File: src/rtl/mem_ctrl_pkg.sv
// ----------------------------------------------------------------------------
// mem_ctrl_pkg
// Shared definitions for the memory request sequencer: FSM state encoding
// and default geometry of the 4096x16 basic-computer memory.
// ----------------------------------------------------------------------------
package mem_ctrl_pkg;

   localparam int MEM_ADDR_W = 12;
   localparam int MEM_DATA_W = 16;

   typedef enum logic [1:0] {
      IDLE  = 2'd0,
      WRITE = 2'd1,
      READ  = 2'd2,
      RESP  = 2'd3
   } state_t;

endpackage

File: src/rtl/mem_access_ctrl.sv
// ----------------------------------------------------------------------------
// mem_access_ctrl
// Request sequencer in front of the basic-computer `memory` block (single
// shared address for write port A / read port B). Takes read/write requests
// over valid/ready, drives the RAM write strobe, address and write data,
// holds the address across the synchronous read latency and returns read
// data over a valid/ready response channel.
//
// Ports
//   clock, reset_n            clock, async active-low reset
//   req_valid/req_ready       request handshake
//   req_write/addr/wdata      request payload, sampled on handshake
//   rsp_valid/rsp_ready       read response handshake
//   rsp_rdata                 captured read word
//   mem_write/addr/wdata      to memory memoryWrite / Adrss / InpData
//   mem_rdata                 from memory OutData
//   busy                      high whenever not IDLE
//
// state | meaning
// ------+-------------------------------------------------------------
// IDLE  | ready for a request; address/data latched on handshake
// WRITE | single-cycle write strobe to the RAM
// READ  | address held while the RAM read latency elapses
// RESP  | read word presented until the consumer takes it
// ----------------------------------------------------------------------------
module mem_access_ctrl
   import mem_ctrl_pkg::*;
#(
   parameter int ADDR_W       = MEM_ADDR_W,
   parameter int DATA_W       = MEM_DATA_W,
   parameter int READ_LATENCY = 1,
   parameter int CNT_W        = 3
) (
   input  logic              clock,
   input  logic              reset_n,
   input  logic              req_valid,
   output logic              req_ready,
   input  logic              req_write,
   input  logic [ADDR_W-1:0] req_addr,
   input  logic [DATA_W-1:0] req_wdata,
   output logic              rsp_valid,
   input  logic              rsp_ready,
   output logic [DATA_W-1:0] rsp_rdata,
   output logic              mem_write,
   output logic [ADDR_W-1:0] mem_addr,
   output logic [DATA_W-1:0] mem_wdata,
   input  logic [DATA_W-1:0] mem_rdata,
   output logic              busy
);

   state_t            r_state;
   state_t            w_state_nxt;
   logic [CNT_W-1:0]  r_cnt;
   logic [ADDR_W-1:0] r_mem_addr;
   logic [DATA_W-1:0] r_mem_wdata;
   logic [DATA_W-1:0] r_rsp_rdata;
   logic              w_accept;
   logic              w_lat_done;

   assign w_accept   = (r_state == IDLE) && req_valid;
   // The counter starts at 0 on the handshake edge, so this fires
   // READ_LATENCY + 1 edges after the request was accepted.
   assign w_lat_done = (r_state == READ) && (r_cnt == CNT_W'(READ_LATENCY));

   // state register
   always_ff @(posedge clock or negedge reset_n) begin
      if (!reset_n) begin
         r_state <= IDLE;
      end else begin
         r_state <= w_state_nxt;
      end
   end

   // next-state logic
   always_comb begin
      w_state_nxt = r_state;
      unique case (r_state)
         IDLE: begin
            if (req_valid) begin
               w_state_nxt = req_write ? WRITE : READ;
            end
         end
         WRITE: w_state_nxt = IDLE;
         READ: begin
            if (w_lat_done) begin
               w_state_nxt = RESP;
            end
         end
         RESP: begin
            if (rsp_ready) begin
               w_state_nxt = IDLE;
            end
         end
         default: w_state_nxt = IDLE;
      endcase
   end

   // outputs decoded from the registered state only, so request inputs
   // can never glitch the RAM write strobe
   always_comb begin
      req_ready = 1'b0;
      busy      = 1'b1;
      mem_write = 1'b0;
      rsp_valid = 1'b0;
      unique case (r_state)
         IDLE: begin
            req_ready = 1'b1;
            busy      = 1'b0;
         end
         WRITE: mem_write = 1'b1;
         READ:  ;
         RESP:  rsp_valid = 1'b1;
         default: ;
      endcase
   end

   // datapath: address/data latch, latency counter, response capture
   always_ff @(posedge clock or negedge reset_n) begin
      if (!reset_n) begin
         r_mem_addr  <= '0;
         r_mem_wdata <= '0;
         r_cnt       <= '0;
         r_rsp_rdata <= '0;
      end else begin
         if (w_accept) begin
            r_mem_addr  <= req_addr;
            r_mem_wdata <= req_wdata;
            r_cnt       <= '0;
         end else if (r_state == READ) begin
            r_cnt <= r_cnt + CNT_W'(1);
         end
         if (w_lat_done) begin
            r_rsp_rdata <= mem_rdata;
         end
      end
   end

   assign mem_addr  = r_mem_addr;
   assign mem_wdata = r_mem_wdata;
   assign rsp_rdata = r_rsp_rdata;

endmodule

File: config.mk
export PLATFORM = sky130hd
export DESIGN_NAME = mem_access_ctrl
export DESIGN_NICKNAME = d
export VERILOG_FILES = /design/src/rtl/mem_ctrl_pkg.sv /design/src/rtl/mem_access_ctrl.sv
export SDC_FILE = /design/constraint.sdc
export NUM_CORES = 1
export LEC_CHECK = 0
export ABC_AREA = 0
export ABC_CLOCK_PERIOD_IN_PS = 1550
export BUFFER_PORTS_ARGS = -buffer_cell sky130_fd_sc_hd__buf_4
export CAP_MARGIN = 20
export CORE_MARGIN = 1
export CORE_UTILIZATION = 38
export DETAILED_ROUTE_END_ITERATION = 8
export HOLD_SLACK_MARGIN = 0.02
export PLACE_DENSITY_LB_ADDON = 0.05
export SLEW_MARGIN = 30
export SYNTH_ARGS = -nofsm -noshare
export SYNTH_HDL_FRONTEND = slang
export SYNTH_SLANG_ARGS = --single-unit
File: constraint.sdc
create_clock -name clock -period 1.55 [get_ports clock]
set_input_delay 0.0775 -clock clock [delete_from_list [all_inputs] [get_ports clock]]
set_output_delay 0.0775 -clock clock [all_outputs]
set_load 0.005 [all_outputs]
==> flow_summary.ini, run 1 <==
[timing]
clock.fmax_mhz = 653
whs_ps = 26.7
rsz0062_at_grt = yes
final_hold_viol_count = 0
relSlewSlack_pct = 59.4
setup_violations = 0
fin_setup_tns_ps = 0
final.period_utilization_pct = 98.8
period_needed_ps = 1530
drv_slew = 0
skew_ps = 3.24
tightest_slew_ps = 609
fin_ws_ps = 19.2

[setup_path]
critPathLaunchType = flop
r2r-end = mem_wdata[7]
worst_ep_arrival_time_ps = 1700
required_ps = 1720
path_class = reg -> reg
cp-end-kind = flop
r2r_cells = 5
critPathMaxFanout = 23
reg2reg_slack_ps = 20
rr_startpoint = r_state[0]

[run_status]
status = complete, no violations

[yosys]
synth_top_area_share_pct = 63.5
yosysUniqueCellTypes = 21
ys_ff_latch = 49
synth_edf_count = 0
synthTopCellsByCount = dfrtp_1, mux2_2, nand2_1
syn_inst = 121
synthArstFlopShare_pct = 100
yosysWarnings = 0
synth.net_count = 172
synth.most_common_cell = dfrtp_1
synth-seq-area-share_pct = 63.5
yosysTopAreaCell = dfrtp_1
yosys_most_used_dff = dfrtp_1
avgSynthCellArea_um2 = 16.0
synth_area_leaders = dfrtp_1, mux2_2, buf_6, ha_1, nor3b_4
syn_area_um2 = 1930

[die]
ios = 97
dieArea_um2 = 5370
initial_utilization_pct = 40.1
core_area_um2 = 4820
fp.dieH_um = 73.3
die_w_um = 73.3
rows = 25

[clocking]
path_clk_slew_ps = 80
clock_path_buffers = 2
cts_tree = done
htree_num_levels = 2
cts_root_buf = clkbuf_8
post_cts_buffers = 0
clk-insertion-delay-late_ps = 280
cts_buffers = 5
clock-sinks = 49
cts_resized = 0

[pwr]
power_leakage_nw = 1.53
irDropWorstVdd_mv = 0.883
power_density_nw_per_um2 = 1720

[global_routing]
grt_max_degree = 50
grt-ovfl-total = 0
antenna_found_initial = 0
grt_first_pass_wirelength_um = 6870
gr-usage-all-layers_pct = 17.0
grt_pass1_vias = 1532

[drt]
vias_per_cell = 4.57
vias = 1503
drc = 0
antenna_left = 0
avgRoutedWirePerCell_um = 13.7
routed_wl_um = 4520
first_iter_violations = 38
firstDrtPassIters = 4

[placement]
place.gp.congestion = 0.719
port_buffers = 96
place_area_um2 = 2770
dp_slack_ps = 35.4
place_hpwl_um = 3030

[hold_path]
hold_end = mem_wdata[13]
hold_path_depth = 2
min_from = req_wdata[13]
hp-class = in -> reg

[job]
cap_violations = 0

[final_layout]
drive_above_1_share_pct = 59.9
nets = 312
postLayoutCellArea_um2 = 3220
syn_to_final_growth_pct = 66.5
diodes = 0
## layout by cell type (no fill, tap or decap), drive strengths merged, types with 2 or more instances in the layout
cell type and count:
and2 2, buf 101, clkbuf 8, dfrtp 49, dlygate4sd3 36, ha 2, inv 3, mux2 44
nand2 4, nand2b 2, o21ai 2, o21bai 2
## per-layer routing
metal  up-vias  part of all wire, %  GRT usage (%)
li1        699                    -              -
met1       731                   38           18.6
met2        64                   54           32.2
met3         9                  6.0           3.57
met4         0                  1.9           6.41
met5         -                    0              0
## critical path, cell delays in order, from the launching register on
cell,delay (ps)
dfrtp_1,420
or2_4,270
inv_2,50
and2_4,150
buf_12,170
mux2_2,350
## timing repair
| action | in CTS | in global routing |
|---|---|---|
| hold endpoints to repair | 79 | 5 |
| endpoints found under the setup margin | 0 | 22 |
| hold buffers | 31 | 5 |
## sequential cells by signal (all words and copies together) (netlist names)
register,flops
r_cnt,3
mem_addr,12
r_state,2
mem_wdata,16
rsp_rdata,16
## report_power, final
| group | internal [mW] | leakage [nW] | total (mW) | switching (mW) |
|---|---|---|---|---|
| sequential | 1.94 | 0.582 | 2.31 | 0.378 |
| combinational | 1.67 | 0.901 | 2.48 | 0.814 |
| clock | 0.364 | 0.0455 | 0.738 | 0.374 |
## final cells by class
| class | instances | area, µm² |
|---|---|---|
| Clock buffer | 8 | 90.1 |
| Fill cell | 387 | 1600 |
| Inverter | 3 | 11.3 |
| Multi-Input combinational cell | 65 | 661 |
| Sequential cell | 49 | 1230 |
| Tap cell | 67 | 83.8 |
| Timing Repair Buffer | 137 | 1140 |
## how the worst max path moves through the flow
stage	startpoint	end	slack, ps	cells after the start
after detailed placement	r_state[0]	mem_wdata[0]	40	5
final	r_state[0]	mem_wdata[7]	20	5
after global routing	r_state[0]	mem_wdata[7]	-30	5
after floorplan	r_state[1]	mem_addr[10]	-30	6
after CTS	r_state[0]	mem_wdata[7]	4	5
after global placement	r_state[0]	mem_wdata[0]	90	5
## through the flow
stage	instances	util (%)	total power [mW]
after floorplan	121	-	3.40
after global placement	285	57.4	4.64
after detailed placement	285	57.4	4.77
after CTS	324	65.7	5.60
after global routing	329	66.8	5.90
final	329	66.8	5.53
## cell families (layout without fill, tap and decap cells)
group | Yosys count | in the layout | synth area share (%)
flip-flops | 49 | 49 | 63.5
AND/OR/NAND/NOR | 12 | 12 | 4.47
AO/OA/AOI/OAI | 7 | 7 | 2.53
adder cells (fa/ha/maj) | 2 | 2 | 1.30
buffers and inverters | 7 | 148 | 2.59
multiplexers | 44 | 44 | 25.6
Note: power is estimated with default switching activity, not from simulation.
==> run 2: changes to the inputs <==
- CORE_ASPECT_RATIO: default -> 0.75
==> run 2 against run 1 <==
The flow now finishes with violations (DRC). Register-to-register slack better by 50 ps. Combinational power up 2%. Non-clock buffer count is 9 higher. Die area hardly changed. Highest routed layer unchanged. Count of clock-buffer cells in the layout decreased by 1. Critical path depth fell by 1. Worst setup slack improved by 46 ps. Clock skew increased by 3.2 ps. Design area grew 4.0%. Largest power group unchanged. Largest cell class unchanged. Maximum frequency rose by 3.1%.
==> flow_summary.ini, run 2 (synthesis results as in run 1) <==
[drt]
vias = 1540
avgRoutedWirePerCell_um = 13.9
routed_wl_um = 4660
vias_per_cell = 4.61
firstDrtPassIters = 9
first_iter_violations = 57
antenna_left = 0
drc = 6

[timing]
final_hold_viol_count = 0
skew_ps = 6.46
setup_violations = 0
rsz0062_at_grt = yes
period_needed_ps = 1480
clock.fmax_mhz = 673
final.period_utilization_pct = 95.8
drv_slew = 0
tightest_slew_ps = 595
relSlewSlack_pct = 60.3

[pwr]
power_leakage_nw = 1.59
power_frac_comb_pct = 43.9
internal_power_mw = 4.15
power_density_nw_per_um2 = 1720
irDropWorstVdd_mv = 0.825
clkPwrFrac_pct = 16.1
p_seq_share_pct = 40.0
p_sw_share_pct = 27.9
power.switching_mw = 1.60

[placement]
placed_cells = 276
port_buffers = 96
place_hpwl_um = 2890
place_area_um2 = 2730
place.gp.congestion = 0.703

[setup_path]
required_ps = 1730
worst_ep_arrival_time_ps = 1670
path_class = reg -> reg
critPathMaxFanout = 8
reg2reg_slack_ps = 70
cp-end-kind = flop
critPathLaunchType = flop

[global_routing]
grt-ovfl-total = 0
grt_pass1_vias = 1626
grt_first_pass_wirelength_um = 7680
antenna_found_initial = 0
gr-usage-all-layers_pct = 18.6
grt_max_degree = 50

[die]
dieArea_um2 = 5380
die_w_um = 84.3
initial_utilization_pct = 39.4
rows = 22
ios = 97
fp.dieH_um = 63.8
core_area_um2 = 4900

[clocking]
clock_path_buffers = 2
cts_root_buf = clkbuf_8
clk-insertion-delay-late_ps = 300
htree_num_levels = 2
path_clk_slew_ps = 90
clock-sinks = 49
cts_buffers = 5
cts_tree = done

[hold_path]
hp-class = in -> reg

[final_layout]
final_cell_mix = buf_4, dfrtp_1, dlygate4sd3_1, mux2_2, clkbuf_8
final_common_cell = buf_4
stdcell_count = 334
diodes = 0
nets = 324
fillCellCount = 376
postLayoutCellArea_um2 = 3340
drive_above_1_share_pct = 58.4
syn_to_final_growth_pct = 73.1

[run_status]
violations = DRC
status = complete, but fails checks

[job]
cap_violations = 0
run 2: cell types whose count changed in the layout (fill, tap and decap cells not counted):
cell	delta
dlygate4sd3_1	+10
bufinv_16	+1
mux2_2	-1
clkbuf_1	-1
and2_4	+3
mux2_4	+1
buf_12	-1
run 2: cell type report:
type	instances	area, µm²	area share (%)
clock inverters	1	30.0	0.898
well taps	60	75.1	2.24
multi-input cells	68	691	20.7
flip-flops and latches	49	1230	36.7
clock buffers	7	86.3	2.58
repair buffers	146	1220	36.6
inverters	3	11.3	0.337
run 2: worst paths after layout:
| kind | endpoint | depth (start not counted) | startpoint |
|---|---|---|---|
| worst max-delay path | mem_wdata[7] | 4 | r_state[0] |
| worst min-delay path | r_state[1] | 3 | rsp_ready |
| worst max register to register | mem_wdata[7] | 4 | r_state[0] |
| worst min register to register | mem_wdata[1] | 1 | mem_wdata[1] |
| max in group asynchronous | r_state[1] | 2 | reset_n |
| min in group asynchronous | r_cnt[2] | 2 | reset_n |
run 2: repair_timing:
action / 4_1_cts / 5_1_grt
endpoints found under the hold margin: 94 / 0
buffers inserted: 0 / 1
resized for setup: 1 / 3
endpoints found under the setup margin: 28 / 41
hold buffers: 46 / 0
pin swaps: 1 / 2
gates cloned: 1 / 2
run 2: through the flow:
step	TNS [ps]	power, mW	worst slack (ps)	hold slack, ps	utilization [%]
final	0	5.76	65.0	68.3	68.3
after global routing	-121	6.15	-16.0	67.3	68.3
after CTS	0	5.77	20.1	61.9	67.7
after detailed placement	-1300	4.71	-57.6	135	55.7
after global placement	-3.23	4.60	-0.680	122	55.7
after floorplan	-241	3.40	-26.8	-218	-
run 2: critical path, cell delays in order, from the launching register on:
cell and delay (ps):
dfrtp_1 400, or2_4 260, inv_2 110, and2_4 240
mux2_2 360
run 2: per-layer routing:
layer / global-route usage, % / part of all wire (%)
met5: 0 / 0
met1: 21.3 / 41
met4: 5.72 / 1.2
met2: 34.0 / 53
met3: 5.17 / 5.4
run 2: power groups by stage:
stage	Combinational [mW]	Clock [mW]	Sequential [mW]
3_3_place_gp	2.32	0	2.28
5_1_grt	2.74	1.02	2.39
4_1_cts	2.51	0.962	2.30
6_report	2.53	0.925	2.30
3_5_place_dp	2.40	0	2.31
2_1_floorplan	1.05	0	2.35
